## src/rtl/luc_sweep_pkg.sv

```systemverilog
// Shared constants and state type for the luc exhaustive sweep sequencer.
// MISR_POLY encodes x^27+x^5+x^2+x+1 with the x^27 term implicit.
package luc_sweep_pkg;

  localparam int DEF_IN_W  = 8;
  localparam int DEF_OUT_W = 27;
  localparam int DEF_TOG_W = 16;

  localparam logic [26:0] MISR_POLY = 27'h0000027;

  typedef enum logic [1:0] {
    IDLE = 2'd0,
    RUN  = 2'd1,
    DONE = 2'd2
  } sweep_state_t;

endpackage

```

## src/rtl/luc_misr.sv

```systemverilog
// Multiple-input signature register that compacts one response word per enabled cycle.
module luc_misr
  import luc_sweep_pkg::*;
#(
  parameter int               OUT_W = DEF_OUT_W,
  parameter logic [OUT_W-1:0] POLY  = OUT_W'(MISR_POLY)
) (
  input  logic             clk_i,
  input  logic             rst_ni,
  input  logic             clear_i,
  input  logic             enable_i,
  input  logic [OUT_W-1:0] data_i,
  output logic [OUT_W-1:0] sig_o
);

  logic [OUT_W-1:0] sig_q, sig_d;

  // Clear wins over enable so a new sweep always starts from a zero signature.
  always_comb begin
    sig_d = sig_q;
    if (clear_i) begin
      sig_d = '0;
    end else if (enable_i) begin
      sig_d = {sig_q[OUT_W-2:0], 1'b0} ^ (sig_q[OUT_W-1] ? POLY : '0) ^ data_i;
    end
  end

  always_ff @(posedge clk_i) begin
    if (!rst_ni) begin
      sig_q <= '0;
    end else begin
      sig_q <= sig_d;
    end
  end

  assign sig_o = sig_q;

endmodule

```

## src/rtl/luc_sweep_ctrl.sv

```systemverilog
// Drives every input vector of the luc benchmark in binary or Gray order and
// accumulates a MISR signature plus a saturating output-toggle count.
module luc_sweep_ctrl
  import luc_sweep_pkg::*;
#(
  parameter int IN_W  = DEF_IN_W,
  parameter int OUT_W = DEF_OUT_W,
  parameter int TOG_W = DEF_TOG_W
) (
  input  logic             clk_i,
  input  logic             rst_ni,
  input  logic             start_i,
  input  logic             order_gray_i,
  input  logic             abort_i,
  output logic [IN_W-1:0]  dut_in_o,
  input  logic [OUT_W-1:0] dut_out_i,
  output logic             busy_o,
  output logic             done_o,
  output logic [OUT_W-1:0] signature_o,
  output logic [TOG_W-1:0] toggles_o,
  output logic             toggle_sat_o
);

  localparam int POP_W = $clog2(OUT_W + 1);
  localparam int SUM_W = TOG_W + POP_W;

  sweep_state_t     state_q, state_d;
  logic [IN_W-1:0]  cnt_q, cnt_d;
  logic [IN_W-1:0]  dutIn_q, dutIn_d;
  logic             gray_q, gray_d;
  logic [OUT_W-1:0] prevOut_q, prevOut_d;
  logic [TOG_W-1:0] togCnt_q, togCnt_d;
  logic             togSat_q, togSat_d;
  logic             misrClear, misrEnable;
  logic [POP_W-1:0] popCount;
  logic [SUM_W-1:0] togSum;
  logic [IN_W-1:0]  nextCnt;
  logic [OUT_W-1:0] outDiff;

  // Hamming distance between this response and the previous one.
  always_comb begin
    outDiff  = dut_out_i ^ prevOut_q;
    popCount = '0;
    for (int i = 0; i < OUT_W; i++) begin
      popCount = popCount + POP_W'(outDiff[i]);
    end
  end

  assign togSum  = {{POP_W{1'b0}}, togCnt_q} + SUM_W'(popCount);
  assign nextCnt = cnt_q + 1'b1;

  always_comb begin
    state_d    = state_q;
    cnt_d      = cnt_q;
    dutIn_d    = dutIn_q;
    gray_d     = gray_q;
    prevOut_d  = prevOut_q;
    togCnt_d   = togCnt_q;
    togSat_d   = togSat_q;
    misrClear  = 1'b0;
    misrEnable = 1'b0;
    case (state_q)
      IDLE: begin
        if (start_i) begin
          state_d   = RUN;
          cnt_d     = '0;
          dutIn_d   = '0;
          togCnt_d  = '0;
          togSat_d  = 1'b0;
          gray_d    = order_gray_i;
          misrClear = 1'b1;
        end
      end
      RUN: begin
        // An abort freezes the partial results and skips the last-vector exit.
        if (abort_i) begin
          state_d = IDLE;
        end else begin
          misrEnable = 1'b1;
          prevOut_d  = dut_out_i;
          if (cnt_q != '0) begin
            if (togSum[SUM_W-1:TOG_W] != '0) begin
              togCnt_d = '1;
              togSat_d = 1'b1;
            end else begin
              togCnt_d = togSum[TOG_W-1:0];
            end
          end
          if (cnt_q == '1) begin
            state_d = DONE;
          end else begin
            cnt_d   = nextCnt;
            dutIn_d = gray_q ? (nextCnt ^ (nextCnt >> 1)) : nextCnt;
          end
        end
      end
      DONE: begin
        state_d = IDLE;
      end
      default: begin
        state_d = IDLE;
      end
    endcase
  end

  always_ff @(posedge clk_i) begin
    if (!rst_ni) begin
      state_q   <= IDLE;
      cnt_q     <= '0;
      dutIn_q   <= '0;
      gray_q    <= 1'b0;
      prevOut_q <= '0;
      togCnt_q  <= '0;
      togSat_q  <= 1'b0;
    end else begin
      state_q   <= state_d;
      cnt_q     <= cnt_d;
      dutIn_q   <= dutIn_d;
      gray_q    <= gray_d;
      prevOut_q <= prevOut_d;
      togCnt_q  <= togCnt_d;
      togSat_q  <= togSat_d;
    end
  end

  luc_misr #(
    .OUT_W (OUT_W)
  ) u_misr (
    .clk_i    (clk_i),
    .rst_ni   (rst_ni),
    .clear_i  (misrClear),
    .enable_i (misrEnable),
    .data_i   (dut_out_i),
    .sig_o    (signature_o)
  );

  assign dut_in_o     = dutIn_q;
  assign busy_o       = (state_q == RUN);
  assign done_o       = (state_q == DONE);
  assign toggles_o    = togCnt_q;
  assign toggle_sat_o = togSat_q;

endmodule

```

## config.mk

```make
export PLATFORM = sky130hd
export DESIGN_NAME = luc_sweep_ctrl
export DESIGN_NICKNAME = d
export VERILOG_FILES = /design/src/rtl/luc_sweep_pkg.sv /design/src/rtl/luc_misr.sv /design/src/rtl/luc_sweep_ctrl.sv
export SDC_FILE = /design/constraint.sdc
export NUM_CORES = 1
export LEC_CHECK = 0
export ABC_AREA = 1
export BUFFER_PORTS_ARGS = -buffer_cell sky130_fd_sc_hd__clkbuf_2
export CAP_MARGIN = 20
export CORE_ASPECT_RATIO = 1.5
export CORE_MARGIN = 4
export CORE_UTILIZATION = 29
export DETAILED_ROUTE_END_ITERATION = 6
export GPL_TIMING_DRIVEN = 0
export SYNTH_ARGS = -nofsm -noshare
export SYNTH_HDL_FRONTEND = slang
export SYNTH_SLANG_ARGS = --single-unit
```

## constraint.sdc

```tcl
create_clock -name clk_i -period 7.8 [get_ports clk_i]
set_clock_uncertainty 0.1 [all_clocks]
set_input_delay 0.78 -clock clk_i [delete_from_list [all_inputs] [get_ports clk_i]]
set_output_delay 0.78 -clock clk_i [all_outputs]
set_load 0.02 [all_outputs]
```

Yosys cells after proc, flatten, opt, wreduce, memory -nomap -nowiden
Index checks and enable logic that the tools add are counted.
{"block": "classes", "n_bitwise": 6, "n_reduce_logical": 11, "n_mux": 27, "n_eq_ne": 9, "addsub": 28}
{"op": "5-bit by 1-bit adder with 5-bit output", "count": 22}
{"op": "27-bit XOR", "count": 3}
{"op": "16-bit two-way mux", "count": 4}
{"op": "8-bit two-way mux", "count": 6}
{"op": "16-bit case mux with 2 select lines", "count": 1}
{"op": "8-bit case mux with 2 select lines", "count": 2}
{"op": "16-bit by 5-bit adder with 17-bit output", "count": 1}
{"op": "8-bit by 1-bit adder with 8-bit output (second input constant)", "count": 1}
{"op": "8-bit == test (second input constant)", "count": 1}
{"op": "1-bit two-way mux", "count": 8}
{"op": "4-bit AND reduction", "count": 2}
{"op": "8-bit nonzero test", "count": 1}
{"op": "8-bit by 7-bit XOR with 8-bit output", "count": 1}
{"op": "2-bit two-way mux", "count": 3}
{"op": "6-bit two-way mux", "count": 1}
{"op": "2-bit inequality test (second input constant)", "count": 3}
{"op": "2-bit AND reduction", "count": 3}
{"op": "4-bit by 1-bit adder with 5-bit output", "count": 1}
{"op": "5-bit AND reduction", "count": 1}
{"op": "5-bit nonzero test", "count": 1}
{"op": "3-bit by 1-bit adder with 4-bit output", "count": 1}
{"op": "2-bit by 1-bit inequality test with 1-bit output (second input constant)", "count": 2}
{"op": "2-bit case mux with 2 select lines", "count": 1}
{"op": "2-bit by 1-bit adder with 3-bit output", "count": 1}
{"op": "9 further kinds", "count": 10}
{"block": "totals", "out_inout_bits": 54, "in_bits": 32, "ff_bits": 90, "wordCells": 89}

Logic depth before layout (Yosys ltp)
{"block": "depth", "ltp_word": 33, "ltp_mapped": 23, "mapped_depth_nobuf": 23}

By module
A second synthesis with hierarchy kept.
{"block": "unflattened", "hier_cells": 745, "area_unflattened_um2": 5336.4}
{"module": "luc_sweep_ctrl", "area_each_um2": 3976.3, "n_inst": 1, "seq_area_each_um2": 1241.2, "cells_each": 555}
{"module": "luc_misr", "area_each_um2": 1360.1, "n_inst": 1, "seq_area_each_um2": 540.5, "cells_each": 190}

Least setup slack after synthesis
OpenSTA, ideal clock, no wires.
{"block": "synth_path", "kind": "in2reg", "from": "in dut_out_i[16]", "to": "reg togCnt_q[2], in the netlist toggles_o[2]", "setup_ns": 0.132, "t_required_ns": 7.568, "t_arrival_ns": 5.631, "n_path_buf": 0, "path_slack_ns": 1.937, "cell_stages": 21, "cell_sequence": "xor2_1 -> fa_1 -> inv_1 -> fa_1 -> fa_1 -> inv_1 -> fa_1 -> inv_1 -> fa_1 -> fa_1 -> inv_1 -> ha_1 -> fa_1 -> nand2_1 -> nand2_1 -> nand3_1 -> nand2_1 -> nand3_1 -> inv_1 -> o21ai_0 -> a21oi_1"}
{"block": "synth_via", "elab_chain_len": 18}
{"element": "start, declared", "line_no": "luc_sweep_ctrl.sv:16", "text": "input logic [OUT_W-1:0] dut_out_i,"}
{"element": "27-bit XOR (*)", "line_no": "luc_sweep_ctrl.sv:42", "text": "outDiff = dut_out_i ^ prevOut_q;"}
{"element": "5-bit by 1-bit adder with 5-bit output (*) (11 in series)", "line_no": "luc_sweep_ctrl.sv:45", "text": "popCount = popCount + POP_W'(outDiff[i]);"}
{"element": "16-bit by 5-bit adder with 17-bit output (*)", "line_no": "luc_sweep_ctrl.sv:49", "text": "assign togSum = {{POP_W{1'b0}}, togCnt_q} + SUM_W'(popCount);"}
{"element": "5-bit nonzero test", "line_no": "luc_sweep_ctrl.sv:82", "text": "if (togSum[SUM_W-1:TOG_W] != '0) begin"}
{"element": "16-bit two-way mux (*)", "line_no": "luc_sweep_ctrl.sv:82"}
{"element": "16-bit two-way mux (*)", "line_no": "luc_sweep_ctrl.sv:81", "text": "if (cnt_q != '0) begin"}
{"element": "16-bit two-way mux (*)", "line_no": "luc_sweep_ctrl.sv:76", "text": "if (abort_i) begin"}
{"element": "16-bit case mux with 2 select lines (*)", "line_no": "luc_sweep_ctrl.sv:62", "text": "case (state_q)"}
{"element": "end signal, assigned", "line_no": "luc_sweep_ctrl.sv:121", "text": "togCnt_q <= togCnt_d;"}
{"element": "end, declared", "line_no": "luc_sweep_ctrl.sv:32", "text": "logic [TOG_W-1:0] togCnt_q, togCnt_d;"}
Mark *: on every way between the ends. The rest lies on a longest branch, timed or not. The select of a mux whose other input is x is not followed.
A chain may end at the register's enable or synchronous reset.

Worst setup path in the final report
{"block": "layout_path", "from": "in dut_out_i[16]", "to": "reg togCnt_q[3], in the netlist toggles_o[3]"}
The elaborated chain is that of the path after synthesis.

==> results.cfg <==
[logic_synthesis]
syn_area_sq_um = 5109
yosys_register_bits = 89
avgSynthCellArea_sq_um = 7.436
synthTopCellsByArea = dfxtp_1 35%, nand2_1 16%, a21oi_1 9.0%
yosysUniqueCellTypes = 31
synth_warnings = 0
syn_inst = 687
yosysTopAreaCell = dfxtp_1
synth-seq-area-share = 0.3488
syn-num-nets = 759
synth_top_area_frac = 0.3488

[clock_tree]
cts_max_path_buffers = 2
tritoncts = yes
numCtsBuffers = 9
hold_buffers = 0
cts_setup_buffers = 0
postCtsResizedCells = 0
root_buffer = clkbuf_16
htreeDepth = 3
insertion_delay_ns = 0.34
cts.sinks = 89
path_clk_slew_ns = 0.06

[sta]
min_period_ns = 6.284
max_freq_mhz = 159.1
tns_ns = 0
rsz0062_at_grt = no
worst_pin_slew_ns = 0.6106
hold_violations = 0
relSlewSlack = 0.5929
period_share = 0.8057
slew_viol_final = 0
finalSetupViolCount = 0
setup_ws_ns = 1.516

[placed_design]
place.gp.congestion = 0.8590
hpwl_mm = 11.02
io_buffers = 85
pre_cts_ws_ns = 1.124

[routing]
postRouteAntennaNets = 0
drc = 0
avgRoutedWirePerCell_um = 13.85
drtPass1Iterations = 4
first_iter_violations = 171
vias = 4618
viasPerCell = 4.613
wl_mm = 13.87

[run]
maxCapViolCount = 0

[critical_path]
critPathMostFrequentCell = fa_1
worst_ep_arrival_time_ns = 6.39
endpoint_kind = register
cp_max_fo = 9
worstSetupPathType = in2reg
critPathRequiredTime_ns = 7.90
r2r.worst_path.cells = 21
cp_cell_sequence = clkbuf_2, xor2_1, fa_1, inv_1, fa_1, fa_1, inv_1, fa_1, inv_1, fa_1, fa_1, inv_1, ha_1, fa_1, nand2_1, nand2_1, nand3_1, nand2_1, nand3_1, inv_1, o21ai_0, a21oi_1
cp-start-kind = input pin
reg2reg_to = toggles_o[3]
rr_startpoint = prevOut_q[16]
crit_slowest_cell = fa_1
crit_path_max_incr_delay_ns = 0.56
reg2reg_slack_ns = 1.73

[outcome]
outcome = complete, no violations

[floorplanning]
rows = 59
design.die.area_sq_um = 19850
num_io_pins = 86
die_w_um = 116.4
core_area_sq_um = 17350
die_h_um = 170.6
start_util = 0.2945

[final_layout]
num_antenna_cells = 0
drive_above_1_share = 0.1497
finalNetCount = 855
area_growth_pct = 19.52

[worst_hold_path]
min-delay-start = toggle_sat_o
holdPathEnd = toggle_sat_o
hp-class = reg2reg
hold_depth = 2

[global_routing]
grt_pass1_vias = 4644
overflow = 0
antenna_found_initial = 1
grt.total_usage = 0.1467
grt_max_degree = 16
grt_first_pass_wirelength_mm = 22.80

[power_and_ir_drop]
p_per_area_nw_per_um2 = 319.0
irDropWorstVdd_mv = 0.2723
p_leak_nw = 2.733
## registers in the layout, summed over array words and instances (netlist names)
register / cells
u_misr.sig_o: 27
cnt_q: 8
toggle_sat_o: 1
prevOut_q: 27
dut_in_o: 7
state_q: 2
toggles_o: 16
gray_q: 1
## through the flow
stage | utilization | hold slack, ns | cell area, sq um | cells | power [mW]
final | 0.3520 | 0.3626 | 6106 | 1001 | 1.948
after global routing | 0.3520 | 0.3881 | 6106 | 1001 | 2.141
after CTS | 0.3520 | 0.3633 | 6106 | 1001 | 1.980
after detailed placement | 0.3344 | 0.3484 | 5801 | 985 | 1.523
after global placement | 0.3344 | 0.3563 | 5801 | 985 | 1.507
after floorplan | - | 0.3533 | 5109 | 687 | 1.280
## worst max-delay path by stage
| stage | from | endpoint | slack (ns) | depth (start not counted) |
|---|---|---|---|---|
| global route | dut_out_i[0] | toggles_o[0] | 1.14 | 20 |
| floorplan | dut_out_i[16] | toggles_o[2] | 1.94 | 21 |
| global placement | dut_out_i[16] | toggles_o[3] | 1.16 | 22 |
| finish | dut_out_i[16] | toggles_o[3] | 1.52 | 22 |
| detailed placement | dut_out_i[16] | toggles_o[3] | 1.12 | 22 |
| CTS | dut_out_i[16] | toggles_o[3] | 1.49 | 22 |
## layer usage
layer	track usage	vias up	wire length [um]
li1	-	2369	-
met1	0.1692	2149	5693
met2	0.2656	81	7361
met3	0.02689	17	572
met4	0.05401	2	225
met5	0	-	13
## layout by cell type, fill, tap and decap left out, drive strengths merged, types with 21 or more instances in the layout
cell type / Yosys / layout
nand3: 32 / 32
clkbuf: 17 / 112
a21oi: 92 / 92
dfxtp: 89 / 89
nand2: 224 / 224
fa: 21 / 21
o21ai: 22 / 22
xor2: 46 / 46
inv: 62 / 63
nor2: 24 / 24
## synth_stat cells, drive strengths merged
master	n
dfxtp	89
nor2	24
clkbuf	17
clkinv	1
nand3	32
fa	21
nand2	224
o21ai	22
ha	19
o21bai	1
a21oi	92
nor3	5
xor2	46
o22ai	1
a31oi	1
nand4	1
a21boi	2
and2	1
inv	62
buf	9
xnor2	17
## power by group
part	total, mW	switching, mW	internal (mW)
sequential	0.494	0.0188	0.475
clock	0.445	0.188	0.258
combinational	1.01	0.597	0.411
## cells by family after synthesis
logic type / after synthesis / share of synthesized area
AO/OA/AOI/OAI: 119 / 0.1212
XOR/XNOR: 63 / 0.1080
adder cells (fa/ha/maj): 40 / 0.1288
buffers and inverters: 89 / 0.06833
flip-flops: 89 / 0.3488
AND/OR/NAND/NOR: 287 / 0.2248
## critical path, delay by kind of cell
| family | cells | cell delay [ns] |
|---|---|---|
| adder cells (fa/ha/maj) | 8 | 3.75 |
| AND/OR/NAND/NOR | 5 | 0.75 |
| buffers and inverters | 6 | 0.56 |
| AO/OA/AOI/OAI | 2 | 0.37 |
| XOR/XNOR | 1 | 0.16 |
## final cells by class
| type | instances | area [sq um] |
|---|---|---|
| Clock buffer | 10 | 239.0 |
| Multi-Input combinational cell | 509 | 2978 |
| Tap cell | 213 | 266.5 |
| Buffer | 26 | 112.6 |
| Clock inverter | 6 | 66.31 |
| Timing Repair Buffer | 85 | 425.4 |
| Fill cell | 1892 | 11240 |
| Inverter | 63 | 236.5 |
| Sequential cell | 89 | 1782 |
Note: power is estimated with default switching activity, not from simulation.
